[config.mk]
export PLATFORM = sky130hd
export DESIGN_NAME = qr_row_feeder
export DESIGN_NICKNAME = d
export VERILOG_FILES = /design/src/rtl/qr_row_feeder.sv
export SDC_FILE = /design/constraint.sdc
export NUM_CORES = 1
export LEC_CHECK = 0
export ABC_AREA = 1
export CORE_ASPECT_RATIO = 1.2
export CORE_UTILIZATION = 55
export DETAILED_ROUTE_END_ITERATION = 10
export PLACE_DENSITY_LB_ADDON = 0.1
export SLEW_MARGIN = 25
export SYNTH_ARGS = -nofsm -noshare
export SYNTH_HDL_FRONTEND = slang
export SYNTH_SLANG_ARGS = --single-unit
[constraint.sdc]
create_clock -name clk -period 13.7 [get_ports clk]
set_input_delay 2.74 -clock clk [delete_from_list [all_inputs] [get_ports clk]]
set_output_delay 2.74 -clock clk [all_outputs]
set_load 0.01 [all_outputs]
[src/rtl/qr_row_feeder.sv]
// Input staging for QR_top: captures one matrix of up to DEPTH four-sample rows
// from a valid/ready source, then streams it row by row into the QR core.
module qr_row_feeder #(
  parameter int DW    = 13,
  parameter int DEPTH = 9,
  parameter int CW    = 4
) (
  input  logic                 clk,
  input  logic                 reset,
  input  logic                 src_valid,
  output logic                 src_ready,
  input  logic signed [DW-1:0] src_a,
  input  logic signed [DW-1:0] src_b,
  input  logic signed [DW-1:0] src_c,
  input  logic signed [DW-1:0] src_d,
  input  logic                 src_last,
  input  logic                 qr_value,
  input  logic                 qr_finish,
  output logic signed [DW-1:0] data_outA,
  output logic signed [DW-1:0] data_outB,
  output logic signed [DW-1:0] data_outC,
  output logic signed [DW-1:0] data_outD,
  output logic                 last_end,
  output logic [CW-1:0]        row_cnt,
  output logic                 busy,
  output logic                 ovf
);

  typedef enum logic [1:0] {
    FILL,
    STREAM,
    HOLD
  } state_e;

  localparam int RW = 4 * DW;

  state_e          state_q, state_d;
  logic [CW-1:0]   wr_ptr_q, wr_ptr_d;
  logic [CW-1:0]   rd_ptr_q, rd_ptr_d;
  logic [CW-1:0]   last_idx_q, last_idx_d;
  logic [CW-1:0]   row_cnt_q, row_cnt_d;
  logic [RW-1:0]   out_q, out_d;
  logic            last_end_q, last_end_d;
  logic            src_ready_q, src_ready_d;
  logic            busy_q, busy_d;
  logic            ovf_q, ovf_d;
  logic            wr_en;
  logic [RW-1:0]   row_mem_q [DEPTH];

  always_comb begin
    state_d    = state_q;
    wr_ptr_d   = wr_ptr_q;
    rd_ptr_d   = rd_ptr_q;
    last_idx_d = last_idx_q;
    row_cnt_d  = row_cnt_q;
    out_d      = out_q;
    last_end_d = last_end_q;
    ovf_d      = ovf_q;
    wr_en      = 1'b0;

    unique case (state_q)
      FILL: begin
        out_d      = '0;
        last_end_d = 1'b0;
        if (src_valid && src_ready_q) begin
          wr_en     = 1'b1;
          wr_ptr_d  = wr_ptr_q + CW'(1);
          row_cnt_d = row_cnt_q + CW'(1);
          // A full buffer without src_last is closed off as an overflowed matrix.
          if (src_last || (wr_ptr_q == CW'(DEPTH - 1))) begin
            last_idx_d = wr_ptr_q;
            state_d    = STREAM;
            if (!src_last) ovf_d = 1'b1;
          end
        end
      end
      STREAM: begin
        if (qr_value) begin
          out_d    = row_mem_q[rd_ptr_q];
          rd_ptr_d = rd_ptr_q + CW'(1);
          if (rd_ptr_q == last_idx_q) begin
            last_end_d = 1'b1;
            state_d    = HOLD;
          end
        end else begin
          out_d = '0;
        end
      end
      HOLD: begin
        if (qr_finish) begin
          out_d      = '0;
          last_end_d = 1'b0;
          row_cnt_d  = '0;
          wr_ptr_d   = '0;
          rd_ptr_d   = '0;
          state_d    = FILL;
        end
      end
      default: state_d = FILL;
    endcase

    // Ready only after a full cycle in FILL, so it drops at once on leaving
    // and comes back one cycle after re-entry.
    src_ready_d = (state_d == FILL) && (state_q == FILL);
    busy_d      = (state_d != FILL);
  end

  // NOTE: sequential state uses non-blocking assignments so every register
  // samples the pre-edge values of the others.
  always_ff @(posedge clk) begin
    if (!reset) begin
      state_q     <= FILL;
      wr_ptr_q    <= '0;
      rd_ptr_q    <= '0;
      last_idx_q  <= '0;
      row_cnt_q   <= '0;
      out_q       <= '0;
      last_end_q  <= 1'b0;
      src_ready_q <= 1'b0;
      busy_q      <= 1'b0;
      ovf_q       <= 1'b0;
    end else begin
      state_q     <= state_d;
      wr_ptr_q    <= wr_ptr_d;
      rd_ptr_q    <= rd_ptr_d;
      last_idx_q  <= last_idx_d;
      row_cnt_q   <= row_cnt_d;
      out_q       <= out_d;
      last_end_q  <= last_end_d;
      src_ready_q <= src_ready_d;
      busy_q      <= busy_d;
      ovf_q       <= ovf_d;
    end
  end

  // NOTE: the row buffer has no reset; a row is only read after being written
  // in the same matrix, so stale contents are never observable.
  always_ff @(posedge clk) begin
    if (wr_en) row_mem_q[wr_ptr_q] <= {src_a, src_b, src_c, src_d};
  end

  assign src_ready = src_ready_q;
  assign data_outA = out_q[4*DW-1 -: DW];
  assign data_outB = out_q[3*DW-1 -: DW];
  assign data_outC = out_q[2*DW-1 -: DW];
  assign data_outD = out_q[DW-1 -: DW];
  assign last_end  = last_end_q;
  assign row_cnt   = row_cnt_q;
  assign busy      = busy_q;
  assign ovf       = ovf_q;

endmodule

=== Word-level counts from Yosys, hierarchy flattened ===
Memories as Yosys holds them, arrays and structs flattened. A register that Yosys moved wholly into a read port is not among the register bits.
Cells that the tools add are included.
W data, S select, Z words.

* Logic and storage cells: 64
* Memories: 1
* RAM bits: 468
* Register bits: 74
* Output and inout bits: 60
* Input port bits: 58

{| class="wikitable"
|+ Memories
! memory !! depth !! bits a word !! rd ports !! clocked after memory_dff !! write ports !! RTL line !! text
|-
| row_mem_q || 9 || 52 || 1 || 1 || 1 || 48 || <nowiki>logic [RW-1:0] row_mem_q [DEPTH];</nowiki>
|}

* Add/subtract/negate cells: 3
* Equal/unequal tests: 8
* Bitwise operators: 1
* Reductions and logical operators: 15
* Multiplexer cells: 26

{| class="wikitable"
|+ Operator list
! operator !! number
|-
| $pmux W52 S3 || 1
|-
| $mux W52 || 2
|-
| $mux W4 || 6
|-
| $pmux W4 S2 || 3
|-
| $add A4 B1 Y4 const B || 3
|-
| $mux W2 || 5
|-
| $reduce_and A3 Y1 || 3
|-
| $ne A2 B2 Y1 const B || 4
|-
| $reduce_and A4 Y1 || 2
|-
| $mux W1 || 7
|-
| $pmux W2 S3 || 1
|-
| $reduce_bool A2 Y1 || 3
|-
| $eq A4 B4 Y1 || 1
|-
| $eq A4 B4 Y1 const B || 1
|-
| $logic_not A2 Y1 || 2
|-
| $pmux W1 S3 || 1
|-
| $reduce_bool A3 Y1 || 1
|-
| $eq A2 B1 Y1 const B || 1
|-
| $eq A2 B2 Y1 const B || 1
|-
| $logic_and A1 B1 Y1 || 2
|-
| $reduce_and A2 Y1 || 1
|-
| $logic_or A1 B1 Y1 || 1
|-
| $not A1 Y1 || 1
|}

=== Longest topological paths before layout ===
* Depth in word-level cells: 7
* Gate-level depth with buffers: 9
* Gate-level depth less buffers: 9

=== Worst setup path after synthesis ===
Ideal clock, no wire load.

* Kind: input to register
* Start: input src_valid
* End: memory row_mem_q[0][0] (netlist name) (enable)
* Setup slack: 6554 ps
* Setup time: 526 ps
* Required time: 13174 ps
* Stages: 3
* Buffers on the path: 1
* Arrival: 6620 ps
* Cells stage by stage: nand4_1 -> buf_2 -> nor3_1

* Longest elaborated chain between the ends: 5

{| class="wikitable"
|+ Ends and longest elaborated chain
! item !! RTL line !! text
|-
| from (decl) || 10 || <nowiki>input logic src_valid,</nowiki>
|-
| $logic_and A1 B1 Y1 || 65 || <nowiki>if (src_valid && src_ready_q) begin</nowiki>
|-
| $mux W1 || 65 ||
|-
| $mux W1 || 61 || <nowiki>unique case (state_q)</nowiki>
|-
| $mux W1 || 139 || <nowiki>if (wr_en) row_mem_q[wr_ptr_q] <= {src_a, src_b, src_c, src_d};</nowiki>
|-
| $mux W1 (implied by the code) || 139 ||
|-
| to (decl) || 48 ||
|}

No other way between the ends.

=== Worst setup path in the final report ===
* Start: input src_valid
* End: memory row_mem_q[6][17] (netlist name) (enable)

Same word-level chain as after synthesis.

==> results_dict.tcl <==
set metrics [dict create \
    numPlacedInstances 2340 \
    postRouteAntennaNets 0 \
    power_leakage_nw 8.65 \
    initial_core_util_pct 56.1 \
    drt_first_pass_iters 6 \
    antenna_found_initial 0 \
    rsz0062_at_grt "false" \
    critPathMaxFanout 29 \
    critPathLaunchType "input pin" \
    slew_viol_final 0 \
    ys_seq_area_share_pct 73.2 \
    finalSetupViolations 0 \
    synth-simple-area-share_pct 20.8 \
    ios 118 \
    synth_compound_area_share_pct 2.32 \
    die-area_um2 39600 \
    drt_iter0_markers 1108 \
    nFillCells 2899 \
    fin_worst_hold_slack_ns 0.458 \
    nets 1978 \
    skew_ns 0.0251 \
    pwr_density_cell_nw_per_um2 136 \
    hold_viol 0 \
    synth_seq_cells 546 \
    antennaDiodeCount 0 \
    use_met1_pct 33.4 \
    die_w_um 182 \
    holdBufCountCts 0 \
    endpoint_kind "flop" \
    fin_crit_sh_pct 38.3 \
    status "complete, no violations" \
    grtUsageMet2_pct 41.5 \
    slowest_delay_ns 1.05 \
    top_usage_layer "met2" \
    viasPerCell 5.62 \
    synthDistinctLibCells 24 \
    clk_latency_ns 0.58 \
    use_met3_pct 2.79 \
    swShare_pct 20.1 \
    vias 13700 \
    drive_above_1_share_pct 6.76 \
    slew_headroom_pct 29.0 \
    post_cts_buffers 0 \
    fin_cells 2434 \
    synthXorXnorAreaFrac_pct 0.123 \
    worst_pin_slew_ns 1.06 \
    muxShareOfSynthArea_pct 0 \
    ir_drop_mv 0.112 \
    wl_per_cell_um 19.3 \
    synth_top_family_by_area "simple AND/OR/NAND/NOR gates" \
    grt_max_degree 134 \
    track_usage_pct 24.4 \
    tritoncts "done" \
    syn-num-nets 1895 \
    pre_cts_ws_ns 7.86 \
    netlist_area_um2 21300 \
    hpwl_um 22900 \
    final_cell_mix "nand2_1, edfxtp_1, nand3_1" \
    final_core_util_pct 64.1 \
    fmax_mhz 190 \
    layout_commonest_cell "nand2_1" \
    grt_pass1_wl_um 74300 \
    rows 78 \
    cts_sinks 546 \
    combPwrFrac_pct 3.6 \
    path_cells "clkdlybuf4s50_1 -> nand4_1 -> nor3_2 -> buf_4" \
    cts.repair.resized 0 \
    netSwitchingPower_w 0.000668 \
    numCtsBuffers 52 \
    path_class "in2reg" \
    fin_tns_setup_ns 0 \
    arrival_ns 5.45 \
    power.share.sequential_pct 55.1 \
    areaGrowthSynthToFinish_pct 14.4 \
    synthCells 1831 \
    period_needed_ns 5.25 \
    gp_congestion 0.758 \
    p_int_w 0.00265 \
    grt_pass1_vias 13400 \
    path_clk_slew_ns 0.06 \
    max_cap_viol_count 0 \
    core_um2 38100 \
    hp-class "reg2reg" \
    cp_slowest_cell "nor3_2" \
    setup_slack_ns 8.45 \
    cp.required_ns 13.90 \
    wirelength_um 47000 \
    route.detailed.drc 0 \
    reg2reg_slack_ns 10.58 \
    clockRootBuffer "clkbuf_16" \
    fp.dieH_um 218 \
    io_buffers 117 \
    htree_num_levels 2 \
    yosys_warnings 0 \
    avgSynthCellArea_um2 11.7 \
    clock_power_share_pct 41.4 \
    grt_overflow_total 0 \
    cts_buffer_depth 3 \
    synth_fa_ha_area_share_pct 0.352 \
]
path summary, 6_finish.rpt:
kind / cells after the start / start / endpoint
setup / recovery: 4 / src_valid / row_mem_q[6][17]
hold / removal: 2 / last_end / last_end
hold reg to reg: 2 / last_end / last_end
setup reg to reg: 7 / flop / out_q[20]
worst max-delay path: cells and delay by family:
kind / cells / cell delay [ns]
buffers and inverters: 2 / 1.04
and+or+nand+nor: 2 / 1.66
final cells by class:
type	count	area, um^2	area share, %
timing repair buffer	138	1330	5.46
clock inverter	23	193	0.790
tap	480	601	2.46
multi-input combinational	1142	5070	20.8
inverter	34	138	0.564
sequential	546	15600	64.0
clock buffer	71	1440	5.91
through the flow:
| stage | power (W) | area (um^2) |
|---|---|---|
| after floorplan | 0.00192 | 21300 |
| after global placement | 0.00198 | 22800 |
| after detailed placement | 0.00198 | 22800 |
| after CTS | 0.00334 | 24400 |
| after global routing | 0.00342 | 24400 |
| final | 0.00332 | 24400 |
power by group through the flow:
stage | Combinational, W | Clock [W] | Sequential, W
2_1_floorplan | 0.0000600 | 0 | 0.00186
3_3_place_gp | 0.000116 | 0 | 0.00186
3_5_place_dp | 0.000119 | 0 | 0.00186
4_1_cts | 0.000120 | 0.00139 | 0.00183
5_1_grt | 0.000132 | 0.00146 | 0.00183
6_report | 0.000119 | 0.00137 | 0.00183
cell families after synthesis:
kind of cell | count (synthesis)
AO/OA/AOI/OAI | 83
flip-flops | 546
buffers and inverters | 143
XOR/XNOR | 3
adder cells (fa/ha/maj) | 6
AND/OR/NAND/NOR | 1050
cell usage after synthesis (all sizes together):
cell type,instances,area (um^2)
nand2,554,2080
edfxtp,468,14100
nand3,367,1840
nor2,112,423
dfxtp,78,1560
a21oi,72,439
buf,69,418
clkbuf,40,150
inv,33,124
nor3,13,65.1
o21ai,11,55.1
ha,6,75.1
xor2,3,26.3
and3,2,12.5
clkinv,1,3.75
nand4,1,6.26
nor4,1,6.26
routing by layer:
metal	part of all wire, %	up-vias
met2	48	443
met1	44	6632
met3	5.6	77
met4	1.9	0
li1	-	6525
met5	0	-
flip-flops by register name, summed over array words and instances, names as in the netlist, named ones only:
| signal | count |
|---|---|
| rd_ptr_q | 4 |
| state_q | 2 |
| last_idx_q | 4 |
| busy | 1 |
| ovf | 1 |
| row_cnt | 4 |
| out_q | 52 |
| src_ready | 1 |
| row_mem_q | 468 |
| wr_ptr_q | 4 |
| last_end | 1 |
Note: power is estimated with default switching activity, not from simulation.
